### src/rtl/ifid_hazard_ctrl_pkg.sv
// haz_pkg: shared state encoding and constants for the IF/ID hazard controller.
package haz_pkg;
  localparam logic RUN = 1'b0;
  localparam logic BUSY = 1'b1;
  localparam logic [4:0] REG_ZERO = 5'd0;
  localparam int MULDIV_LAT_MIN = 2;
endpackage

### src/rtl/ifid_hazard_ctrl_muldiv_busy_timer.sv
// muldiv_busy_timer: tracks the mult/div occupancy window after an op is accepted.
module muldiv_busy_timer
  import haz_pkg::*;
#(
  parameter int MULDIV_LAT = 4,
  parameter int CNT_W = 5
) (
  input  logic clk,
  input  logic rst,
  input  logic start,
  output logic busy
);
  logic r_st;
  logic [CNT_W-1:0] r_cnt;
  always_ff @(posedge clk or posedge rst) begin
    if (rst) begin
      r_st <= RUN;
      r_cnt <= '0;
    end else if (r_st == RUN) begin
      r_st <= start ? BUSY : RUN;
      r_cnt <= start ? CNT_W'(MULDIV_LAT - 1) : '0;
    end else begin
      r_st <= (r_cnt == CNT_W'(1)) ? RUN : BUSY;
      r_cnt <= r_cnt - CNT_W'(1);
    end
  end
  assign busy = (r_st == BUSY);
endmodule

### src/rtl/ifid_hazard_ctrl.sv
// ifid_hazard_ctrl: IF/ID stall/flush/bubble sequencing for load-use, mult/div busy and branches.
// Optional HAZ_STALL_STATS_EN adds free-running stall and flush counters.
module ifid_hazard_ctrl
  import haz_pkg::*;
#(
  parameter int MULDIV_LAT = 4,
  parameter int CNT_W = 5
) (
  input  logic        clk,
  input  logic        rst,
  input  logic [4:0]  id_rs,
  input  logic [4:0]  id_rt,
  input  logic        id_uses_rt,
  input  logic        id_is_muldiv,
  input  logic        id_reads_hilo,
  input  logic        ex_mem_read,
  input  logic [4:0]  ex_rt,
  input  logic        branch_taken,
  output logic        pc_en,
  output logic        ifid_en,
  output logic        ifid_flush,
  output logic        idex_bubble,
  output logic        muldiv_busy,
  output logic [31:0] stall_cnt,
  output logic [31:0] flush_cnt
);
  logic w_load_use, w_hilo_wait, w_stall, w_start;
  assign w_load_use = ex_mem_read & (ex_rt != REG_ZERO) &
                      ((ex_rt == id_rs) | (id_uses_rt & (ex_rt == id_rt)));
  assign w_hilo_wait = muldiv_busy & (id_reads_hilo | id_is_muldiv);
  // A taken branch discards the ID instruction, so it overrides any stall.
  assign w_stall = (w_load_use | w_hilo_wait) & ~branch_taken;
  assign w_start = id_is_muldiv & ~w_stall & ~branch_taken;
  assign pc_en = ~w_stall;
  assign ifid_en = ~w_stall;
  assign ifid_flush = branch_taken;
  assign idex_bubble = w_stall | branch_taken;
  muldiv_busy_timer #(.MULDIV_LAT(MULDIV_LAT), .CNT_W(CNT_W)) u_timer (
    .clk(clk),
    .rst(rst),
    .start(w_start),
    .busy(muldiv_busy)
  );
`ifdef HAZ_STALL_STATS_EN
  logic [31:0] r_stall_cnt, r_flush_cnt;
  always_ff @(posedge clk or posedge rst) begin
    if (rst) begin
      r_stall_cnt <= '0;
      r_flush_cnt <= '0;
    end else begin
      r_stall_cnt <= r_stall_cnt + 32'(w_stall);
      r_flush_cnt <= r_flush_cnt + 32'(branch_taken);
    end
  end
  assign stall_cnt = r_stall_cnt;
  assign flush_cnt = r_flush_cnt;
`else
  assign stall_cnt = 32'b0;
  assign flush_cnt = 32'b0;
`endif
endmodule
### config.mk
export PLATFORM = sky130hd
export DESIGN_NAME = ifid_hazard_ctrl
export DESIGN_NICKNAME = d
export VERILOG_FILES = /design/src/rtl/ifid_hazard_ctrl_pkg.sv /design/src/rtl/ifid_hazard_ctrl_muldiv_busy_timer.sv /design/src/rtl/ifid_hazard_ctrl.sv
export SDC_FILE = /design/constraint.sdc
export NUM_CORES = 1
export LEC_CHECK = 0
export BUFFER_PORTS_ARGS = -buffer_cell sky130_fd_sc_hd__clkbuf_2
export CAP_MARGIN = 20
export CELL_PAD_IN_SITES_DETAIL_PLACEMENT = 1
export CELL_PAD_IN_SITES_GLOBAL_PLACEMENT = 1
export CORE_ASPECT_RATIO = 0.6
export CORE_UTILIZATION = 23
export CTS_CLUSTER_SIZE = 40
export DETAILED_ROUTE_END_ITERATION = 12
export PLACE_DENSITY = 0.89
export SLEW_MARGIN = 20
export SYNTH_ARGS = -nofsm -noshare
export SYNTH_HDL_FRONTEND = slang
export SYNTH_SLANG_ARGS = --single-unit
### constraint.sdc
create_clock -name clk -period 1.6 [get_ports clk]
set_input_delay 0.16 -clock clk [delete_from_list [all_inputs] [get_ports clk]]
set_output_delay 0.16 -clock clk [all_outputs]
set_load 0.02 [all_outputs]
==> results.md <==
* Clock buffers created by TritonCTS at 3
* Worst-path cell with the longest stage delay: or4_4
* Weighted congestion reported at the end of routability-driven placement at 0.768
* Area Overhead vs Synth at -0.802%
* Source of the worst hold timing path: id_is_muldiv
* Layout Cells excl Fill at 189
* Total negative slack for setup checks at 0 ns
* Violated checks: design-rule violations
* Worst setup slack before clock tree synthesis at 0.0374 ns
* Number of clock sinks at 6
* Worst min path class: in2reg
* Period Utilization, post-route at 0.959
* CTS Root Cell: clkbuf_8
* Drt total wl at 1530 um
* Sequential power share at 0.267
* Capture endpoint of the worst hold path: u_timer.busy$_DFF_PP0_
* Sequential share of the synthesized area at 0.160
* IO Pins at 91
* Number of synthesized register bits at 6
* Largest fanout on the critical path at 3
* # port buffers at 26
* Die height at 51.4 um
* Number of cells on the worst reg-to-reg path at 5
* Worst-case clock buffer depth at 2
* Total Nets Final at 168
* GRT overflow at 0
* Count of inserted antenna diode cells at 0
* Worst vdd rail ir drop at 0.348 mV
* Number of DRC violations after detailed routing at 4
* Longest individual stage delay on the worst path at 0.54 ns
* Detailed Routing Iterations Pass 1 at 9
* Cell type contributing the most total cell area after synthesis: buf_4
* Number of warnings issued by yosys at 0
* Average footprint of a synthesized cell at 8.21 um2
* Design Area, Final at 928 um2
* First-pass GRT wire length at 2270 um
* Overall die area at 4340 um2
* CP Data Required Time at 1.44 ns
* Clock network power share at 0.225
* Hold Path Stages at 3
* Drt wl/cell at 8.10 um
* Reg-to-reg slack, setup at 0.51 ns
* Startpoint of the worst-slack reg-to-reg timing path: u_timer.r_cnt[0]$_DFF_PP0_
* Area of the mapped netlist at 936 um2
* ANT nets after route at 0
* TritonCTS clock tree: yes
* Largest cells by area after synthesis: buf_4, dfrtp_1, xor2_1
* Vias in the first global route at 516
* Number of core rows at 17
* Post-synth cell types at 19
* Most repeated library cell on the critical path: clkbuf_2
* Via count at 587
* Achievable Freq at 0.652 GHz
* Pin count of the biggest net entering global routing at 8
* Final critical path time including I/O delays and setup at 1.53 ns
* Power Internal at 550 uW
* H-tree depth at 1
* Final Slew Violations at 0
* Type of the worst setup path: in2out
* Setup-failing EPs final at 0
* Sw Share at 0.459
* Clk slew on worst S/H paths at 0.04 ns
* Starting DRT DRC Count at 9
* Number of antenna violations at the first check in global routing at 0
* Proportion of power drawn by combinational gates at 0.509
* Worst Clk Skew at 0.00132 ns
* Layout cells sized above 1 at 0.239
* Worst hold margin at 0.230 ns
* Final Hold Vio Count at 0
* Vias per cell at 3.11
* Status: complete, but fails checks
* Final Worst Setup Slack at 0.0653 ns
* Effective utilization at floorplan at 0.247
* Syn Inst Count at 114
* Unrepaired setup endpoints after global routing: no
* Max-Cap Viols at 0
* Cell Pwr Density at 1100 nW/um2
* Detail Placement HPWL at 1380 um
* Floorplan Core Area at 3790 um2
* Placed instance count at 184
* Endpoint of the worst-slack reg-to-reg timing path: u_timer.r_cnt[4]$_DFF_PP0_
* Die W at 84.4 um
* Switch Pwr at 467 uW
* Standard cell area after detailed placement at 866 um2
* Element type at the critical path end: output port
* Combined flip-flop and latch cell area at 150 um2
* P_leak at 0.000542 uW
* Multi-input combinational cell area at 512 um2
* CP Launch Type: primary input
* Overall Global Routing Usage at 0.0722
* Cell-by-cell listing of the critical path: clkbuf_2 -> or4_4 -> o21ai_2 -> o21ai_1 -> nand2b_1 -> clkbuf_2
* Clk Latency, worst-skew pair at 0.22 ns
* Fill cell total of the finished layout at 486
* Yosys top cell area share at 0.529
* WP data arrival at 1.37 ns
## Yosys cell counts
cell type,number
or4_1,1
nand2_1,2
dfrtp_1,6
nor4_2,1
nor3_1,2
xnor2_1,3
nor4b_1,1
o21ai_0,4
nand2b_1,1
conb_1,1
a32oi_1,1
ha_1,2
xor2_1,10
o2111ai_2,1
o21ai_2,1
buf_4,66
o21ai_1,1
nor2_1,5
inv_1,5
## power by group through the flow
stage	clock network (uW)	logic (uW)	registers (uW)
2_1_floorplan	0	514	278
3_3_place_gp	0	499	270
3_5_place_dp	0	519	273
4_1_cts	239	521	273
5_1_grt	248	584	285
6_report	229	517	271
## worst max-delay path by stage
stage                     startpoint     endpoint  cells after the start
final                       ex_rt[1]  idex_bubble                      6
after global routing        ex_rt[3]  idex_bubble                      7
after CTS                   ex_rt[1]  idex_bubble                      6
after detailed placement    ex_rt[1]  idex_bubble                      6
after global placement      ex_rt[1]  idex_bubble                      6
after floorplan             ex_rt[1]        pc_en                      5
## final cells by class
cell class | count | area share
multi-input cells | 100 | 0.551
flip-flops and latches | 6 | 0.162
repair buffers | 28 | 0.159
well taps | 47 | 0.0633
clock buffers | 3 | 0.0445
inverters | 5 | 0.0202
## kinds of logic (layout without fill, tap and decap cells)
logic type,count (synthesis),after routing,synth area share
flip-flops,6,6,0.160
AND/OR/NAND/NOR,13,13,0.0762
XOR/XNOR,13,13,0.122
other,1,64,0.00401
buffers and inverters,71,36,0.549
AO/OA/AOI/OAI,8,8,0.0615
adder cells (fa/ha/maj),2,2,0.0267
## metrics by stage
stage          total power (uW)  utilization
2_1_floorplan               792            -
3_3_place_gp                768        0.229
3_5_place_dp                792        0.229
4_1_cts                    1030        0.242
5_1_grt                    1120        0.245
6_report                   1020        0.245
## per-layer routing
metal / part of all wire / track usage / vias up
met5: 0 / 0 / -
met2: 0.60 / 0.145 / 26
met3: 0.060 / 0.0339 / 2
met4: 0.015 / 0.0339 / 0
li1: - / - / 284
met1: 0.33 / 0.0621 / 275
## layout by cell type (no fill, tap or decap)
master | synthesis | layout
conb_1 | 1 | 64
clkbuf_2 | 0 | 26
xor2_1 | 10 | 10
inv_1 | 5 | 5
dlygate4sd3_1 | 0 | 1
nor4_2 | 1 | 1
o21ai_0 | 4 | 4
nand2b_1 | 1 | 1
clkbuf_8 | 0 | 3
buf_4 | 66 | 1
nor2_1 | 5 | 5
xnor2_1 | 3 | 3
dfrtp_1 | 6 | 6
or4_4 | 0 | 1
a32oi_1 | 1 | 1
nor3_1 | 2 | 2
o21ai_1 | 1 | 1
o21ai_2 | 1 | 1
nand2_1 | 2 | 2
ha_1 | 2 | 2
o2111ai_2 | 1 | 1
nor4b_1 | 1 | 1
## what timing repair did
action	4_1_cts	5_1_grt
gates resized for setup	0	1
endpoints found under the setup margin	0	1
hold buffers	1	0
hold endpoints to repair	6	0
setup buffers	0	1
## worst max-delay path, delay by kind of cell
| kind | cells | cell delay, ns |
|---|---|---|
| compound gates | 2 | 0.27 |
| buf+inv | 2 | 0.26 |
| simple gates | 2 | 0.69 |
## state kept, by name (all words and copies together) (netlist names)
register       count
u_timer.busy       1
u_timer.r_cnt      5
No activity file was read; power rests on OpenSTA's default activity.
